===== src/rtl/regfile_sb.sv =====
// 8-entry register file with write-through bypass on both read ports and a
// one-bit-per-register scoreboard that flags double producers and orphan writes.
module regfile_sb #(
  parameter int WIDTH = 16
) (
  input  logic             clk,
  input  logic             rst_n,
  input  logic             WrEn,
  input  logic [2:0]       WrAddr,
  input  logic [WIDTH-1:0] WrData,
  input  logic [2:0]       Rd1Addr,
  input  logic [2:0]       Rd2Addr,
  output logic [WIDTH-1:0] Rd1Data,
  output logic [WIDTH-1:0] Rd2Data,
  input  logic             IssueEn,
  input  logic [2:0]       IssueAddr,
  output logic             Rd1Busy,
  output logic             Rd2Busy,
  output logic             Err
);

  localparam int NREGS = 8;

  logic [WIDTH-1:0] regs [NREGS];
  logic [NREGS-1:0] wr_strobe;
  logic [NREGS-1:0] issue_strobe;
  logic [NREGS-1:0] busy;
  logic [NREGS-1:0] busy_next;
  logic             err_q;
  logic             double_issue;
  logic             orphan_write;
  logic             rd1_hit;
  logic             rd2_hit;

  // One-hot strobes from the write and issue addresses.
  // NOTE: every always_comb output gets a default first so no latch is inferred.
  always_comb begin
    wr_strobe    = '0;
    issue_strobe = '0;
    if (WrEn)    wr_strobe[WrAddr]       = 1'b1;
    if (IssueEn) issue_strobe[IssueAddr] = 1'b1;
  end

  // NOTE: the storage array is reset because reads after reset must return zero.
  always_ff @(posedge clk or negedge rst_n) begin
    if (!rst_n) begin
      for (int i = 0; i < NREGS; i++) regs[i] <= '0;
    end else begin
      for (int i = 0; i < NREGS; i++)
        if (wr_strobe[i]) regs[i] <= WrData;
    end
  end

  // Set wins over clear: a new producer replaces the one writing back now.
  always_comb begin
    busy_next    = (busy & ~wr_strobe) | issue_strobe;
    double_issue = |(issue_strobe & busy & ~wr_strobe);
    orphan_write = |(wr_strobe & ~busy & ~issue_strobe);
  end

  // NOTE: state registers use non-blocking assignments so every flop samples
  // pre-edge values regardless of process ordering.
  always_ff @(posedge clk or negedge rst_n) begin
    if (!rst_n) begin
      busy  <= '0;
      err_q <= 1'b0;
    end else begin
      busy  <= busy_next;
      err_q <= err_q | double_issue | orphan_write;
    end
  end

  // Bypass and busy are masked during reset so nothing leaks from the inputs.
  always_comb begin
    rd1_hit = WrEn && (WrAddr == Rd1Addr);
    rd2_hit = WrEn && (WrAddr == Rd2Addr);
    Rd1Data = '0;
    Rd2Data = '0;
    Rd1Busy = 1'b0;
    Rd2Busy = 1'b0;
    if (rst_n) begin
      Rd1Data = rd1_hit ? WrData : regs[Rd1Addr];
      Rd2Data = rd2_hit ? WrData : regs[Rd2Addr];
      Rd1Busy = busy[Rd1Addr] & ~rd1_hit;
      Rd2Busy = busy[Rd2Addr] & ~rd2_hit;
    end
  end

  assign Err = err_q;

endmodule

===== config.mk =====
export PLATFORM = sky130hd
export DESIGN_NAME = regfile_sb
export DESIGN_NICKNAME = d
export VERILOG_FILES = /design/src/rtl/regfile_sb.sv
export SDC_FILE = /design/constraint.sdc
export NUM_CORES = 1
export LEC_CHECK = 0
export ABC_CLOCK_PERIOD_IN_PS = 1500
export BUFFER_PORTS_ARGS = -buffer_cell sky130_fd_sc_hd__buf_2
export CORE_MARGIN = 2
export CORE_UTILIZATION = 55
export CTS_CLUSTER_DIAMETER = 30
export DETAILED_ROUTE_END_ITERATION = 6
export GPL_TIMING_DRIVEN = 0
export PLACE_DENSITY = 0.86
export SETUP_SLACK_MARGIN = 0.02
export SLEW_MARGIN = 5
export SYNTH_ARGS = -nofsm -noshare
export SYNTH_HDL_FRONTEND = slang
export SYNTH_SLANG_ARGS = --single-unit

===== constraint.sdc =====
create_clock -name clk -period 1.5 [get_ports clk]
set_input_delay 0.225 -clock clk [delete_from_list [all_inputs] [get_ports clk]]
set_output_delay 0.225 -clock clk [all_outputs]
set_load 0.05 [all_outputs]

# --- Yosys cells after proc, flatten, opt, wreduce, memory -nomap -nowiden ---
# Cells that the tools add are included.
op_classes:
  n_addsub: 0
  n_mul: 0
  n_div: 0
  n_lt_le_gt_ge: 8
  eq_ne: 2
  shift: 0
  mux: 22
  bitwise: 17
  n_reduce_logical: 6
op_table:
  columns: ["operator", "n"]
  rows:
  - ["$mux 16", 8]
  - ["$bmux 16 s3", 2]
  - ["$and 8x8->8", 5]
  - ["$not 8->8", 3]
  - ["$lt 3x4->1 const B", 4]
  - ["$mux 8", 2]
  - ["$reduce_or 8->1", 2]
  - ["$ge 4x4->1 const B", 2]
  - ["$not 3->4", 2]
  - ["$or 8x8->8", 1]
  - ["$bmux 1 s3", 2]
  - ["$demux 1 s3", 2]
  - ["$eq 3x3->1", 2]
  - ["$ge 3x1->1 const B", 2]
  - ["$mux 1", 6]
  - ["$logic_and 1x1->1", 4]
  - ["$and 1x1->1", 2]
  - ["$not 1->1", 2]
  - ["$or 1x1->1", 2]
word_totals:
  regBits: 137
  latch_bits: 0
  ramBits: 0
  mem_bits_ro: 0
  in_bits: 32
  out_inout_bits: 35
  word_cells: 65
  n_memories: 0

# --- Depth between registers and ports, before layout ---
logic_depth:
  ltp_word: 10
  mapped_depth: 6
  ltp_nobuf: 4

# --- Worst setup path after synthesis ---
# Ideal clock, no wire load.
synth_path:
  path_type: "input-to-output"
  start: "input port Rd1Addr[2]"
  end: "output port Rd1Data[0]"
  arrival_ns: 1.861
  required_time_ns: 1.275
  setup_slack_ns: -0.586
  cell_stages: 4
  n_path_buf: 2
  path_cell_list: "buf_2 > buf_1 > mux2i_1 > a21oi_1"
synth_via:
  elab_chain_len: 6
  elab_cells_between_ends: 8
  cone_classes: "eq/ne: 1; mux: 5; bitwise: 1; reduce/logical: 1"
synth_lines:
  columns: ["element", "line_no", "rtl"]
  rows:
  - ["from (decl)", "11", "input logic [2:0] Rd1Addr,"]
  - ["$not 3->4 (implied by the code)", "82", "Rd1Data = rd1_hit ? WrData : regs[Rd1Addr];"]
  - ["$bmux 16 s3", "82", null]
  - ["$mux 16 (implied by the code) (2 in series)", "82", null]
  - ["$mux 16 (*)", "82", null]
  - ["$mux 16 (*)", "81", "if (rst_n) begin"]
  - ["to (decl)", "13", "output logic [WIDTH-1:0] Rd1Data,"]
# Every way passes the cells marked *; elsewhere a longest branch is shown, timed or not. The select of a mux whose other input is x is not followed.

# --- Worst setup path in the final report ---
layout_path:
  start: "register regs[112] (netlist name)"
  end: "output port Rd2Data[0]"
layout_via:
  elab_chain_len: 5
layout_lines:
  columns: ["element", "line_no", "rtl"]
  rows:
  - ["from (decl)", "24", "logic [WIDTH-1:0] regs [NREGS];"]
  - ["from (signal, indexed assignment)", "50", "if (wr_strobe[i]) regs[i] <= WrData;"]
  - ["$bmux 16 s3", "83", "Rd2Data = rd2_hit ? WrData : regs[Rd2Addr];"]
  - ["$mux 16 (implied by the code) (2 in series)", "83", null]
  - ["$mux 16", "83", null]
  - ["$mux 16", "81", null]
  - ["to (decl)", "14", "output logic [WIDTH-1:0] Rd2Data,"]
# No other way between the ends. The select of a mux whose other input is x is not followed.

==> impl_metrics.env <==
export IMPL_start_kind="register"
export IMPL_cap_viol_max_count=0
export IMPL_path_class="register to output pin"
export IMPL_first_pass_iters=7
export IMPL_timing_rr_start="busy[5]"
export IMPL_grt_overflow=0
export IMPL_num_vias=7299
export IMPL_worst_setup_path_end_kind="output pin"
export IMPL_ys_types=45
export IMPL_chipWidth_um=124
export IMPL_placedCellCount=883
export IMPL_diodes=0
export IMPL_yosysSeqAreaShare=0.431
export IMPL_wl_met3_um=4310
export IMPL_dr_first_iter_drc_count=1422
export IMPL_worstHoldPathType="input port to register"
export IMPL_tns_ns=-18.82
export IMPL_cts_tree="yes"
export IMPL_cts_made_buffers=17
export IMPL_synth_top_area_cell="dfrtp_1"
export IMPL_coreArea_mm2=0.0140
export IMPL_final_antenna_net_count=0
export IMPL_rsz0062_at_grt="true"
export IMPL_clock_path_buffers=2
export IMPL_clk_latency_ns=0.45
export IMPL_wl_um=31000
export IMPL_synthCells=659
export IMPL_hold_viol=0
export IMPL_drv_slew=0
export IMPL_cts_htree_levels=4
export IMPL_wl_met1_um=9930
export IMPL_ys_flop_type="dfrtp_1"
export IMPL_nets=800
export IMPL_power_density_mw_per_mm2=1360
export IMPL_path_clk_slew_ns=0.06
export IMPL_final_cell_mix="nand2_1, dfrtp_1, mux2_2"
export IMPL_peakVddDrop_uv=1030
export IMPL_status="finished with violations"
export IMPL_cts_num_sinks=137
export IMPL_cp_num_buf_inv=1
export IMPL_grtUsageTotal=0.382
export IMPL_antenna_found_initial=0
export IMPL_finalCritPeriodShare=1.43
export IMPL_port_buffers=43
export IMPL_routedWlPerCell_um=32.2
export IMPL_min_from="IssueAddr[1]"
export IMPL_maxSlewHeadroom=0.467
export IMPL_timing_fmax_mhz=465
export IMPL_ys_seq_elements=137
export IMPL_gp_congestion=0.905
export IMPL_crit_start="regs[112]"
export IMPL_setup_viol=35
export IMPL_dr_max_layer_used="met4"
export IMPL_dieArea_mm2=0.0154
export IMPL_rows=43
export IMPL_drcViolationCount=0
export IMPL_dp_slack_ns=-1.44
export IMPL_grt_max_degree=42
export IMPL_fin_cells=961
export IMPL_dpl_hpwl_um=16000
export IMPL_final_common_cell="nand2_1"
export IMPL_io_pins=67
export IMPL_start_util=0.569
export IMPL_netlist_area_leader_share=0.431
export IMPL_fillers=704
export IMPL_wl_met2_um=13900
export IMPL_synth_async_reset_ratio=1.00
export IMPL_syn2layout_area_growth_pct=35.9
export IMPL_violations="negative setup slack"
export IMPL_period_minus_slack_ns=2.15
export IMPL_grt_pass1_vias=7393
export IMPL_syn_area_per_cell_um2=12.1
export IMPL_slowest_stage="mux4_2"
export IMPL_grt_pass1_wl_um=43700
export IMPL_path_cells="mux4_2, mux2i_2, a21oi_4, buf_6"
export IMPL_leakage_uw=0.00456
export IMPL_vias_per_cell=7.60
export IMPL_yosys_warnings=0
export IMPL_cp_arrival_ns=1.93
export IMPL_yosys_top_cells_area="dfrtp_1, mux4_2, mux2_2"
export IMPL_fin_skew_ns=0.00640
export IMPL_die_h_um=124
export IMPL_fin_ws_ns=-0.652
export IMPL_synth_edff_count=0
export IMPL_synth_area_mm2=0.00796
export IMPL_tightest_slew_ns=0.800
export IMPL_critPathMaxStageDelay_ns=0.51
export IMPL_synthesis_nets=691
export IMPL_cp_max_fo=3
export IMPL_seqCellArea_mm2=0.00343
export IMPL_layout_drive_gt1_share=0.513
export IMPL_path_delay_family="multiplexers"
export IMPL_cp_required_ns=1.27
export IMPL_multiInputGateArea_mm2=0.00504
export IMPL_final_core_util=0.773
export IMPL_cts_root_buf="clkbuf_16"
registers in the layout (all words and copies together) (netlist names):
register,count
regs,128
busy,8
Err,1
synth_stat cells (4+ instances only):
library cell  count
mux2_2           71
clkbuf_1         42
mux2_4            9
mux2i_1          36
and3_1            4
buf_6             4
dfrtp_1         137
o21ai_0          35
nand2_1         149
mux4_2           68
a21oi_1          32
nor3_1            4
buf_2            15
xnor2_1           6
cells by family (layout without fill, tap and decap cells):
group,count (synthesis),in the layout,share of synthesized area
multiplexers,184,184,0.355
AND/OR/NAND/NOR,185,185,0.111
XOR/XNOR,6,6,0.00660
buffers and inverters,67,189,0.0401
flip-flops,137,137,0.431
AO/OA/AOI/OAI,80,80,0.0560
through the flow:
stage | cell area (um^2) | power (uW) | hold slack [ns]
after global placement | 9190 | 8670 | 0.471
final | 10800 | 14700 | 0.125
after floorplan | 8750 | 8040 | -0.0706
after global routing | 10800 | 15000 | 0.146
after CTS | 10600 | 14000 | 0.125
after detailed placement | 9230 | 8980 | 0.311
where the power goes:
part           switching (uW)  internal, uW  total, uW
combinational            2540          2450       4990
sequential                748          4460       5210
clock                    1720          2740       4460
total                    5000          9660      14700
cell type report:
| class | instances | share of cell area |
|---|---|---|
| Buffer | 66 | 0.0514 |
| Clock buffer | 21 | 0.0435 |
| Timing Repair Buffer | 90 | 0.0875 |
| Multi-Input combinational cell | 455 | 0.466 |
| Clock inverter | 11 | 0.0133 |
| Inverter | 1 | 0.000347 |
| Sequential cell | 137 | 0.317 |
| Tap cell | 180 | 0.0208 |
timing repair:
| action | 4_1_cts | 5_1_grt |
|---|---|---|
| setup endpoints to repair | 64 | 67 |
| gates resized for setup | 95 | 31 |
| endpoints found under the hold margin | 105 | 0 |
| hold buffers | 8 | 0 |
| buffers inserted | 23 | 13 |
| pin swaps | 10 | 13 |
| cloned | 2 | 0 |
worst paths after layout:
kind,endpoint,slack (ns),cells past startpoint
worst min register to register,regs[56],0.51,2
worst max-delay path,Rd2Data[0],-0.65,4
max in group asynchronous,regs[120],0.70,5
worst min-delay path,busy[1],0.13,2
worst max register to register,Err,0.09,4
min in group asynchronous,regs[57],0.46,2
routing by layer:
| metal | GRT usage | up-vias |
|---|---|---|
| met5 | 0 | - |
| met4 | 0.264 | 0 |
| met3 | 0.138 | 268 |
| met2 | 0.572 | 828 |
| met1 | 0.463 | 3549 |
| li1 | - | 2654 |
No activity file was read; power rests on OpenSTA's default activity.
